## config.mk

```make
export PLATFORM = sky130hd
export DESIGN_NAME = decode_stage_flat
export DESIGN_NICKNAME = d
export VERILOG_FILES = /design/src/rtl/decode_stage_if.sv /design/src/rtl/decode_stage.sv /design/src/flat_wrapper.sv
export SDC_FILE = /design/constraint.sdc
export NUM_CORES = 1
export LEC_CHECK = 0
export BUFFER_PORTS_ARGS = -buffer_cell sky130_fd_sc_hd__buf_2
export CORE_MARGIN = 5
export CORE_UTILIZATION = 50
export CTS_CLUSTER_DIAMETER = 100
export CTS_CLUSTER_SIZE = 8
export DETAILED_ROUTE_END_ITERATION = 8
export HOLD_SLACK_MARGIN = 0.08
export PLACE_DENSITY_LB_ADDON = 0.3
export SLEW_MARGIN = 10
export SYNTH_ARGS = -nofsm -noshare
export SYNTH_HDL_FRONTEND = slang
export SYNTH_SLANG_ARGS = --single-unit
```

## constraint.sdc

```tcl
create_clock -name i_clk -period 4.25 [get_ports i_clk]
set_input_delay 0.85 -clock i_clk [delete_from_list [all_inputs] [get_ports i_clk]]
set_output_delay 0.85 -clock i_clk [all_outputs]
set_load 0.01 [all_outputs]
```

## src/rtl/decode_stage_if.sv

```systemverilog
// Decode-stage bus: fetch handshake in, decoded instruction and execute
// handshake out, plus the writeback port that releases scoreboard entries.
interface decode_stage_if #(
   parameter int DATA_WIDTH = 32,
   parameter int ADDR_WIDTH = 32
);
   logic                  i_flush;
   logic                  i_valid;
   logic                  o_ready;
   logic [DATA_WIDTH-1:0] i_inst;
   logic [ADDR_WIDTH-1:0] i_pc;
   logic                  o_valid;
   logic                  i_ready;
   logic [ADDR_WIDTH-1:0] o_pc;
   logic [6:0]            o_opcode;
   logic [6:0]            o_func7;
   logic [2:0]            o_func3;
   logic [4:0]            o_rs1_idx;
   logic [4:0]            o_rs2_idx;
   logic [4:0]            o_rd_idx;
   logic                  o_rs1_fp;
   logic                  o_rs2_fp;
   logic                  o_rd_wen;
   logic                  o_fd_wen;
   logic [DATA_WIDTH-1:0] o_imm;
   logic                  o_illegal;
   logic                  i_wb_valid;
   logic                  i_wb_fp;
   logic [4:0]            i_wb_idx;

   modport slave (
      input  i_flush, i_valid, i_inst, i_pc, i_ready, i_wb_valid, i_wb_fp, i_wb_idx,
      output o_ready, o_valid, o_pc, o_opcode, o_func7, o_func3, o_rs1_idx, o_rs2_idx,
             o_rd_idx, o_rs1_fp, o_rs2_fp, o_rd_wen, o_fd_wen, o_imm, o_illegal
   );

   modport master (
      output i_flush, i_valid, i_inst, i_pc, i_ready, i_wb_valid, i_wb_fp, i_wb_idx,
      input  o_ready, o_valid, o_pc, o_opcode, o_func7, o_func3, o_rs1_idx, o_rs2_idx,
             o_rd_idx, o_rs1_fp, o_rs2_fp, o_rd_wen, o_fd_wen, o_imm, o_illegal
   );
endinterface

```

## src/rtl/decode_stage.sv

```systemverilog
// One-entry RV32I + F-subset decode stage: decodes on accept, holds the
// result until execute takes it, and blocks issue while a source or
// destination register is still owned by an in-flight instruction.
module decode_stage #(
   parameter int DATA_WIDTH = 32,
   parameter int ADDR_WIDTH = 32,
   parameter bit FP_EN      = 1'b1
) (
   input logic           i_clk,
   input logic           i_rst,
   decode_stage_if.slave bus
);
   localparam logic [6:0] OP_R     = 7'b0110011;
   localparam logic [6:0] OP_I     = 7'b0010011;
   localparam logic [6:0] OP_LOAD  = 7'b0000011;
   localparam logic [6:0] OP_S     = 7'b0100011;
   localparam logic [6:0] OP_B     = 7'b1100011;
   localparam logic [6:0] OP_JAL   = 7'b1101111;
   localparam logic [6:0] OP_JALR  = 7'b1100111;
   localparam logic [6:0] OP_LUI   = 7'b0110111;
   localparam logic [6:0] OP_AUIPC = 7'b0010111;
   localparam logic [6:0] OP_SYS   = 7'b1110011;
   localparam logic [6:0] OP_FP    = 7'b1010011;
   localparam logic [6:0] OP_FLW   = 7'b0000111;
   localparam logic [6:0] OP_FSW   = 7'b0100111;

   typedef enum logic {EMPTY, FULL} state_t;
   state_t state;

   logic [31:0] inst;
   logic [6:0]  op, f7;
   logic [2:0]  f3;
   logic is_r, is_i, is_load, is_s, is_b, is_jal, is_jalr, is_lui, is_auipc, is_sys;
   logic is_fpop, is_flw, is_fsw, fadd, fsub, flt, fclass;
   logic legal, use_rs1, use_rs2, use_rd, use_f3, use_f7;
   logic signed [31:0] imm32;

   logic [6:0]                   opcode_d, func7_d;
   logic [2:0]                   func3_d;
   logic [4:0]                   rs1_d, rs2_d, rd_d;
   logic                         rs1_fp_d, rs2_fp_d, rd_wen_d, fd_wen_d, illegal_d;
   logic signed [DATA_WIDTH-1:0] imm_d;

   logic [ADDR_WIDTH-1:0]        pc_p0;
   logic [6:0]                   opcode_p0, func7_p0;
   logic [2:0]                   func3_p0;
   logic [4:0]                   rs1_p0, rs2_p0, rd_p0;
   logic                         rs1_fp_p0, rs2_fp_p0, rd_wen_p0, fd_wen_p0, illegal_p0;
   logic signed [DATA_WIDTH-1:0] imm_p0;

   logic [31:0] busy_int_p0, busy_fp_p0, busy_int_nxt, busy_fp_nxt;
   logic        rs1_busy, rs2_busy, hazard, valid, fire, ready, accept;

   // Field decode of the incoming word; unused fields and illegal words read as 0
   always_comb begin
      inst     = bus.i_inst[31:0];
      op       = inst[6:0];
      f3       = inst[14:12];
      f7       = inst[31:25];
      is_r     = (op == OP_R);
      is_i     = (op == OP_I);
      is_load  = (op == OP_LOAD);
      is_s     = (op == OP_S);
      is_b     = (op == OP_B);
      is_jal   = (op == OP_JAL);
      is_jalr  = (op == OP_JALR);
      is_lui   = (op == OP_LUI);
      is_auipc = (op == OP_AUIPC);
      is_sys   = (op == OP_SYS);
      is_fpop  = FP_EN && (op == OP_FP);
      is_flw   = FP_EN && (op == OP_FLW);
      is_fsw   = FP_EN && (op == OP_FSW);
      fadd     = is_fpop && (f7 == 7'b0000000);
      fsub     = is_fpop && (f7 == 7'b0000100);
      flt      = is_fpop && (f7 == 7'b1010000) && (f3 == 3'b001);
      fclass   = is_fpop && (f7 == 7'b1110000) && (f3 == 3'b001);
      legal    = is_r | is_i | is_load | is_s | is_b | is_jal | is_jalr | is_lui | is_auipc |
                 is_sys | fadd | fsub | flt | fclass | is_flw | is_fsw;
      use_rs1  = is_r | is_i | is_load | is_s | is_b | is_jalr | is_sys |
                 fadd | fsub | flt | fclass | is_flw | is_fsw;
      use_rs2  = is_r | is_s | is_b | fadd | fsub | flt | is_fsw;
      use_rd   = legal && !(is_s | is_b | is_fsw);
      use_f3   = legal && !(is_lui | is_auipc | is_jal);
      use_f7   = is_r | fadd | fsub | flt | fclass;

      imm32 = '0;
      if (is_i | is_load | is_jalr | is_flw)
         imm32 = {{20{inst[31]}}, inst[31:20]};
      else if (is_s | is_fsw)
         imm32 = {{20{inst[31]}}, inst[31:25], inst[11:7]};
      else if (is_b)
         imm32 = {{19{inst[31]}}, inst[31], inst[7], inst[30:25], inst[11:8], 1'b0};
      else if (is_jal)
         imm32 = {{11{inst[31]}}, inst[31], inst[19:12], inst[20], inst[30:21], 1'b0};
      else if (is_lui | is_auipc)
         imm32 = {inst[31:12], 12'b0};

      opcode_d  = op;
      func7_d   = use_f7 ? f7 : 7'd0;
      func3_d   = use_f3 ? f3 : 3'd0;
      rs1_d     = use_rs1 ? inst[19:15] : 5'd0;
      rs2_d     = use_rs2 ? inst[24:20] : 5'd0;
      rd_d      = use_rd ? inst[11:7] : 5'd0;
      rs1_fp_d  = fadd | fsub | flt | fclass;
      rs2_fp_d  = fadd | fsub | flt | is_fsw;
      fd_wen_d  = fadd | fsub | is_flw;
      rd_wen_d  = (is_r | is_i | is_load | is_jal | is_jalr | is_lui | is_auipc | flt | fclass) &&
                  (inst[11:7] != 5'd0);
      imm_d     = DATA_WIDTH'(imm32);
      illegal_d = !legal;
   end

   // Hazard check against registered busy bits, handshake, and next scoreboard
   always_comb begin
      rs1_busy = rs1_fp_p0 ? busy_fp_p0[rs1_p0] : busy_int_p0[rs1_p0];
      rs2_busy = rs2_fp_p0 ? busy_fp_p0[rs2_p0] : busy_int_p0[rs2_p0];
      hazard   = rs1_busy | rs2_busy | (rd_wen_p0 & busy_int_p0[rd_p0]) |
                 (fd_wen_p0 & busy_fp_p0[rd_p0]);
      valid    = (state == FULL) && !hazard && !bus.i_flush;
      fire     = valid && bus.i_ready;
      ready    = !bus.i_flush && ((state == EMPTY) || fire);
      accept   = bus.i_valid && ready;

      busy_int_nxt = busy_int_p0;
      busy_fp_nxt  = busy_fp_p0;
      if (bus.i_wb_valid) begin
         if (bus.i_wb_fp) busy_fp_nxt[bus.i_wb_idx]  = 1'b0;
         else             busy_int_nxt[bus.i_wb_idx] = 1'b0;
      end
      // applied after the clear so a same-cycle set on the same bit wins
      if (fire && rd_wen_p0) busy_int_nxt[rd_p0] = 1'b1;
      if (fire && fd_wen_p0) busy_fp_nxt[rd_p0]  = 1'b1;
      busy_int_nxt[0] = 1'b0;
   end

   // Holding-register state: flush empties, accept fills, lone fire drains
   always_ff @(posedge i_clk) begin
      if (i_rst)             state <= EMPTY;
      else if (bus.i_flush)  state <= EMPTY;
      else if (accept)       state <= FULL;
      else if (fire)         state <= EMPTY;
   end

   // Decoded fields captured only on accept, so they hold through any stall
   always_ff @(posedge i_clk) begin
      if (i_rst) begin
         pc_p0      <= '0;
         opcode_p0  <= '0;
         func7_p0   <= '0;
         func3_p0   <= '0;
         rs1_p0     <= '0;
         rs2_p0     <= '0;
         rd_p0      <= '0;
         rs1_fp_p0  <= 1'b0;
         rs2_fp_p0  <= 1'b0;
         rd_wen_p0  <= 1'b0;
         fd_wen_p0  <= 1'b0;
         illegal_p0 <= 1'b0;
         imm_p0     <= '0;
      end else if (accept) begin
         pc_p0      <= bus.i_pc;
         opcode_p0  <= opcode_d;
         func7_p0   <= func7_d;
         func3_p0   <= func3_d;
         rs1_p0     <= rs1_d;
         rs2_p0     <= rs2_d;
         rd_p0      <= rd_d;
         rs1_fp_p0  <= rs1_fp_d;
         rs2_fp_p0  <= rs2_fp_d;
         rd_wen_p0  <= rd_wen_d;
         fd_wen_p0  <= fd_wen_d;
         illegal_p0 <= illegal_d;
         imm_p0     <= imm_d;
      end
   end

   // Register scoreboard: set on issue, cleared by writeback, untouched by flush
   always_ff @(posedge i_clk) begin
      if (i_rst) begin
         busy_int_p0 <= '0;
         busy_fp_p0  <= '0;
      end else begin
         busy_int_p0 <= busy_int_nxt;
         busy_fp_p0  <= busy_fp_nxt;
      end
   end

   assign bus.o_ready   = ready;
   assign bus.o_valid   = valid;
   assign bus.o_pc      = pc_p0;
   assign bus.o_opcode  = opcode_p0;
   assign bus.o_func7   = func7_p0;
   assign bus.o_func3   = func3_p0;
   assign bus.o_rs1_idx = rs1_p0;
   assign bus.o_rs2_idx = rs2_p0;
   assign bus.o_rd_idx  = rd_p0;
   assign bus.o_rs1_fp  = rs1_fp_p0;
   assign bus.o_rs2_fp  = rs2_fp_p0;
   assign bus.o_rd_wen  = rd_wen_p0;
   assign bus.o_fd_wen  = fd_wen_p0;
   assign bus.o_imm     = imm_p0;
   assign bus.o_illegal = illegal_p0;
endmodule

```

## src/flat_wrapper.sv

```systemverilog
// flat-port wrapper written by rule: the top's interface ports become plain ports
module decode_stage_flat 
#(
   parameter int DATA_WIDTH = 32,
   parameter int ADDR_WIDTH = 32,
   parameter bit FP_EN      = 1'b1
)
  (i_clk, i_rst, bus_i_flush, bus_i_valid, bus_i_inst, bus_i_pc, bus_i_ready, bus_i_wb_valid, bus_i_wb_fp, bus_i_wb_idx, bus_o_ready, bus_o_valid, bus_o_pc, bus_o_opcode, bus_o_func7, bus_o_func3, bus_o_rs1_idx, bus_o_rs2_idx, bus_o_rd_idx, bus_o_rs1_fp, bus_o_rs2_fp, bus_o_rd_wen, bus_o_fd_wen, bus_o_imm, bus_o_illegal);
  decode_stage_if #(.DATA_WIDTH(DATA_WIDTH), .ADDR_WIDTH(ADDR_WIDTH)) bus_i ();
  input logic i_clk;
  input logic i_rst;
  input wire logic [$bits(bus_i.i_flush)-1:0] bus_i_flush;
  input wire logic [$bits(bus_i.i_valid)-1:0] bus_i_valid;
  input wire logic [$bits(bus_i.i_inst)-1:0] bus_i_inst;
  input wire logic [$bits(bus_i.i_pc)-1:0] bus_i_pc;
  input wire logic [$bits(bus_i.i_ready)-1:0] bus_i_ready;
  input wire logic [$bits(bus_i.i_wb_valid)-1:0] bus_i_wb_valid;
  input wire logic [$bits(bus_i.i_wb_fp)-1:0] bus_i_wb_fp;
  input wire logic [$bits(bus_i.i_wb_idx)-1:0] bus_i_wb_idx;
  output wire logic [$bits(bus_i.o_ready)-1:0] bus_o_ready;
  output wire logic [$bits(bus_i.o_valid)-1:0] bus_o_valid;
  output wire logic [$bits(bus_i.o_pc)-1:0] bus_o_pc;
  output wire logic [$bits(bus_i.o_opcode)-1:0] bus_o_opcode;
  output wire logic [$bits(bus_i.o_func7)-1:0] bus_o_func7;
  output wire logic [$bits(bus_i.o_func3)-1:0] bus_o_func3;
  output wire logic [$bits(bus_i.o_rs1_idx)-1:0] bus_o_rs1_idx;
  output wire logic [$bits(bus_i.o_rs2_idx)-1:0] bus_o_rs2_idx;
  output wire logic [$bits(bus_i.o_rd_idx)-1:0] bus_o_rd_idx;
  output wire logic [$bits(bus_i.o_rs1_fp)-1:0] bus_o_rs1_fp;
  output wire logic [$bits(bus_i.o_rs2_fp)-1:0] bus_o_rs2_fp;
  output wire logic [$bits(bus_i.o_rd_wen)-1:0] bus_o_rd_wen;
  output wire logic [$bits(bus_i.o_fd_wen)-1:0] bus_o_fd_wen;
  output wire logic [$bits(bus_i.o_imm)-1:0] bus_o_imm;
  output wire logic [$bits(bus_i.o_illegal)-1:0] bus_o_illegal;
  assign bus_i.i_flush = bus_i_flush;
  assign bus_i.i_valid = bus_i_valid;
  assign bus_i.i_inst = bus_i_inst;
  assign bus_i.i_pc = bus_i_pc;
  assign bus_i.i_ready = bus_i_ready;
  assign bus_i.i_wb_valid = bus_i_wb_valid;
  assign bus_i.i_wb_fp = bus_i_wb_fp;
  assign bus_i.i_wb_idx = bus_i_wb_idx;
  assign bus_o_ready = bus_i.o_ready;
  assign bus_o_valid = bus_i.o_valid;
  assign bus_o_pc = bus_i.o_pc;
  assign bus_o_opcode = bus_i.o_opcode;
  assign bus_o_func7 = bus_i.o_func7;
  assign bus_o_func3 = bus_i.o_func3;
  assign bus_o_rs1_idx = bus_i.o_rs1_idx;
  assign bus_o_rs2_idx = bus_i.o_rs2_idx;
  assign bus_o_rd_idx = bus_i.o_rd_idx;
  assign bus_o_rs1_fp = bus_i.o_rs1_fp;
  assign bus_o_rs2_fp = bus_i.o_rs2_fp;
  assign bus_o_rd_wen = bus_i.o_rd_wen;
  assign bus_o_fd_wen = bus_i.o_fd_wen;
  assign bus_o_imm = bus_i.o_imm;
  assign bus_o_illegal = bus_i.o_illegal;
  decode_stage #(.DATA_WIDTH(DATA_WIDTH), .ADDR_WIDTH(ADDR_WIDTH), .FP_EN(FP_EN)) u_core (.i_clk(i_clk), .i_rst(i_rst), .bus(bus_i));
endmodule
```

==> results summary <==
After clock tree synthesis, the clock-pin slew on the worst setup and hold paths is 0.07 ns. The summed instance area of the synthesized netlist came out at 8813 µm². The TritonCTS buffer count came out at 17. The leakage power is 3.823 nW. The maximum clock skew at final layout came out at 0.01201 ns. The highest fanout seen on the critical path came out at 15. The antenna violation net count after detailed routing came out at 0.

The global-route usage over all layers is 28.01%. The die span in y came out at 142.8 µm. In this run the biggest area consumer among cell types represents 37.48% of the synthesized area. The number of antenna diodes in the final layout is 0. The power share of the clock group is 44.4%. The buffer type at the clock tree root is sky130_fd_sc_hd__clkbuf_16. The combined buffer and inverter count along the critical path is 2.

The count of filler cells inserted in the layout is 1528. The number of setup buffers added after CTS is 0. Counting flops with a built-in enable in the synthesized netlist gives 0. The synthesis warning total is 0. Sorting the synthesized cells by how often they occur yields sky130_fd_sc_hd__dfxtp_1 (165), sky130_fd_sc_hd__o21ai_0 (149), sky130_fd_sc_hd__a21oi_1 (92). The first global-routing pass estimated 45640 µm of wire. In the global route stage, met1 resource usage came out at 38.71%. The number of failing setup endpoints in the final timing report is 0.

Broken down by cell family, the worst path's largest delay share belongs to compound AO/OA/AOI/OAI gates. The net load switching power came out at 0.0009225 W. The iteration count of the initial detailed-routing pass came out at 6. The worst reg-to-reg setup slack came out at 0.57 ns. The post-layout net count came out at 1218. The met3 usage is 5.961%. The endpoint identified for the worst register-to-register timing path is u_core.bus.o_func3[1]$_SDFFE_PP0P_. The min-delay analysis places its worst path in the category reg -> reg. For this run, the register share of the synthesized area comes to 37.48%.

Max-cap violations in this run came to 0. The worst path uses 96.58% of the clock period. The run finished with clean final reports. The placer congestion estimate came out at 0.9385. The headroom to the max-slew limit is 36.74%. The cell depth of the worst flop-to-flop path is 10. The origin of the worst min-delay path is u_core.bus.o_pc[2]$_SDFFE_PP0P_. The clock network latency to the later pin of the worst-skew pair is 0.44 ns. The total power divided by cell area came out at 328.4 nW/µm². After synthesis the netlist holds a flip-flop and latch count of 165.

The detailed router placed 8807 vias in this run. The routed via count divided by cell count is 6.391. The I/O pin count is 179.

The die width is 142.8 µm. The setup TNS is 0 ns. The largest total area in the synthesized netlist belongs to sky130_fd_sc_hd__dfxtp_1. In this run the mean area of a mapped cell was 8.718 µm². The die footprint is 20380 µm². The design area came out at 10430 µm². Power comes to 0.003426 W. The relative contribution of combinational cells to total power came out at 9.0%. The actual slew at the worst max-slew pin is 0.9489 ns. The average routed wire per standard cell is 21.00 µm. The post-synth net total came out at 1087.

The most common cell in the synthesized netlist is sky130_fd_sc_hd__dfxtp_1. TritonCTS built the clock tree. The fraction of final layout cells sized beyond drive strength 1 came out at 26.45%.

The switching power share of the total is 26.92%. The internal portion of the total power is 0.002504 W. Global routing consumed, on the met2 layer, 42.93% of the routing resources.

The kind of end point of the critical path is a primary output. The peak supply drop came out at 0.2731 mV. The area of the placeable core came out at 17300 µm². Traced cell by cell, the critical path runs through buf_4, mux4_2, nand3b_1, nand3_1, a21o_1, a211o_1, o31a_2, nor2_1, buf_2.

Setup repair after global routing left no endpoint under its margin. For this block, the routed nets add up to 28940 µm of wire. The buffer depth of the longest clock path is 2. The placement-stage cell area is 9863 µm². The minimum clock period is 4.105 ns. The critical setup path kind is reg -> out. The peak clock frequency supported by timing is 243.6 MHz.

The number of library cell types mapped by synthesis is 56. The number of antenna violations at the first check in global routing is 0. The clock net in this run drives a total of 165 sinks. Port buffering added 178 buffers.

The detailed placer's ending HPWL came out at 20540 µm. Yosys attributes the largest share of cell area to sky130_fd_sc_hd__dfxtp_1 (37%), sky130_fd_sc_hd__mux4_2 (12%), sky130_fd_sc_hd__o21ai_0 (8.5%), sky130_fd_sc_hd__nor2b_1 (5.3%), sky130_fd_sc_hd__a21oi_1 (5.2%). The final cell utilization of the core came out at 60.32%. The number of global-route vias before repair came out at 8281. The cell count after synthesis came out at 1011. STA classifies the critical path startpoint as a flip-flop. In this run the critical register-to-register path is launched from u_core.bus.o_rd_idx[1]$_SDFFE_PP0P_. The number of design-rule violations left by the first detailed-router iteration is 1072. Entering global routing, the biggest net connects 90 pins.

For this run, the slowest stage of the critical path takes 0.82 ns. The final hold violation count is 0. The leftover overflow at the end of global routing is 0. The layer flagged by global routing as most heavily used is met2. The cell row count came out at 48. The sequential cell fraction of total power came out at 46.5%. The max-slew violation count came out at 0.

The data required time at the worst endpoint is 3.40 ns. The dominant synthesized flop cell is sky130_fd_sc_hd__dfxtp_1. The maximum level of the CTS H-tree came out at 4. The signal arrival time at the worst endpoint is 3.25 ns.

From synthesis to final layout, the design area changed by 18.38%. Counting flops with an async set or reset pin after synthesis yields a share of 0%. The slowest stage cell on the critical path is sky130_fd_sc_hd__dfxtp_1. The starting density of the core came out at 50.95%. The path with the worst hold slack has its endpoint at u_core.bus.o_pc[2]$_SDFFE_PP0P_.

The number of remaining DRC errors is 0. The number of cells on the worst hold path is 2. The worst hold slack across all endpoints came out at 0.4747 ns.
[flip-flops by register name (all words and copies together) (netlist names)]
| register | flops |
|---|---|
| u_core.bus.o_fd_wen | 1 |
| u_core.bus.o_func3 | 3 |
| u_core.bus.o_func7 | 7 |
| u_core.bus.o_illegal | 1 |
| u_core.bus.o_imm | 32 |
| u_core.bus.o_opcode | 7 |
| u_core.bus.o_pc | 32 |
| u_core.bus.o_rd_idx | 5 |
| u_core.bus.o_rd_wen | 1 |
| u_core.bus.o_rs1_fp | 1 |
| u_core.bus.o_rs1_idx | 5 |
| u_core.bus.o_rs2_fp | 1 |
| u_core.bus.o_rs2_idx | 5 |
| u_core.busy_fp_p0 | 32 |
| u_core.busy_int_p0 | 31 |
| u_core.state | 1 |
[worst max-delay path by stage]
stage / start / endpoint / depth (start not counted)
floorplan: u_core.bus.o_rd_idx[0]$_SDFFE_PP0P_ / bus_o_ready / 11
global placement: u_core.bus.o_rs2_idx[0]$_SDFFE_PP0P_ / u_core.bus.o_func3[0]$_SDFFE_PP0P_ / 9
detailed placement: u_core.bus.o_rs2_idx[0]$_SDFFE_PP0P_ / u_core.bus.o_func3[1]$_SDFFE_PP0P_ / 10
CTS: u_core.bus.o_rs2_idx[1]$_SDFFE_PP0P_ / bus_o_ready / 8
global route: u_core.bus.o_rd_idx[1]$_SDFFE_PP0P_ / bus_o_ready / 9
finish: u_core.bus.o_rd_idx[1]$_SDFFE_PP0P_ / bus_o_ready / 9
[per-stage QoR]
stage,setup WS (ns),instances
after floorplan,0.3547,1011
after global placement,0.4810,1348
after detailed placement,0.4164,1348
after CTS,0.02823,1378
after global routing,0.03067,1378
final,0.1452,1378
[worst register-to-register path, stage by stage, from the launching register on]
cell and delay, ns:
sky130_fd_sc_hd__dfxtp_1 0.82, sky130_fd_sc_hd__buf_4 0.31, sky130_fd_sc_hd__mux4_2 0.33, sky130_fd_sc_hd__nand3b_1 0.10
sky130_fd_sc_hd__nand3_1 0.09, sky130_fd_sc_hd__a21o_1 0.16, sky130_fd_sc_hd__a211o_1 0.37, sky130_fd_sc_hd__o31a_2 0.39
sky130_fd_sc_hd__buf_4 0.30, sky130_fd_sc_hd__or4b_1 0.57, sky130_fd_sc_hd__a21oi_1 0.16
[cells in the final DEF (no fill, tap or decap), types with 7 or more instances in the layout]
| master | count |
|---|---|
| sky130_fd_sc_hd__a211oi_1 | 18 |
| sky130_fd_sc_hd__a21oi_1 | 92 |
| sky130_fd_sc_hd__a22oi_1 | 8 |
| sky130_fd_sc_hd__buf_2 | 177 |
| sky130_fd_sc_hd__buf_4 | 19 |
| sky130_fd_sc_hd__clkbuf_16 | 17 |
| sky130_fd_sc_hd__dfxtp_1 | 161 |
| sky130_fd_sc_hd__inv_1 | 15 |
| sky130_fd_sc_hd__inv_6 | 7 |
| sky130_fd_sc_hd__mux2_2 | 15 |
| sky130_fd_sc_hd__mux2i_1 | 12 |
| sky130_fd_sc_hd__mux4_2 | 46 |
| sky130_fd_sc_hd__nand2_1 | 78 |
| sky130_fd_sc_hd__nand2b_1 | 8 |
| sky130_fd_sc_hd__nand3_1 | 56 |
| sky130_fd_sc_hd__nand3b_1 | 28 |
| sky130_fd_sc_hd__nor2_1 | 29 |
| sky130_fd_sc_hd__nor2b_1 | 74 |
| sky130_fd_sc_hd__nor3_1 | 10 |
| sky130_fd_sc_hd__o21ai_0 | 149 |
| sky130_fd_sc_hd__o21ai_1 | 8 |
| sky130_fd_sc_hd__o31ai_1 | 36 |
| sky130_fd_sc_hd__or3_1 | 7 |
| sky130_fd_sc_hd__or4b_1 | 7 |
[final cells by class]
| cell class | instances | area (µm²) | share of cell area, % |
|---|---|---|---|
| clock inverter | 13 | 137.6 | 1.319 |
| inverter | 15 | 56.30 | 0.5396 |
| multi-input combinational | 743 | 5114 | 49.01 |
| sequential | 165 | 3311 | 31.73 |
| clock buffer | 17 | 425.4 | 4.077 |
| tap | 225 | 281.5 | 2.698 |
| timing repair buffer | 200 | 1109 | 10.62 |
[timing repair]
| item | CTS | global route |
|---|---|---|
| setup endpoints to repair | 1 | 1 |
| resized for setup | 1 | 4 |
| hold buffers | 0 | 0 |
[cells by family (layout without fill, tap and decap cells)]
logic type / count (synthesis) / count (layout) / synth area share (%)
simple gates: 327 / 327 / 20.23
mux: 73 / 73 / 15.03
buf+inv: 103 / 245 / 4.628
flops: 165 / 165 / 37.48
compound gates: 343 / 343 / 22.63
[power by group through the flow]
stage	clock, W	sequential (W)	combinational [W]
6_report	0.00152	0.00159	0.000309
3_3_place_gp	0	0.00163	0.000303
2_1_floorplan	0	0.00164	0.000158
5_1_grt	0.00159	0.00160	0.000336
3_5_place_dp	0	0.00163	0.000305
4_1_cts	0.00153	0.00159	0.000306
[routing by layer]
metal,part of all wire (%),routed length (µm)
met2,45,13130
met4,3.6,1051
met5,0,0
met3,9.9,2861
met1,41,11900
Note: power is estimated with default switching activity, not from simulation.
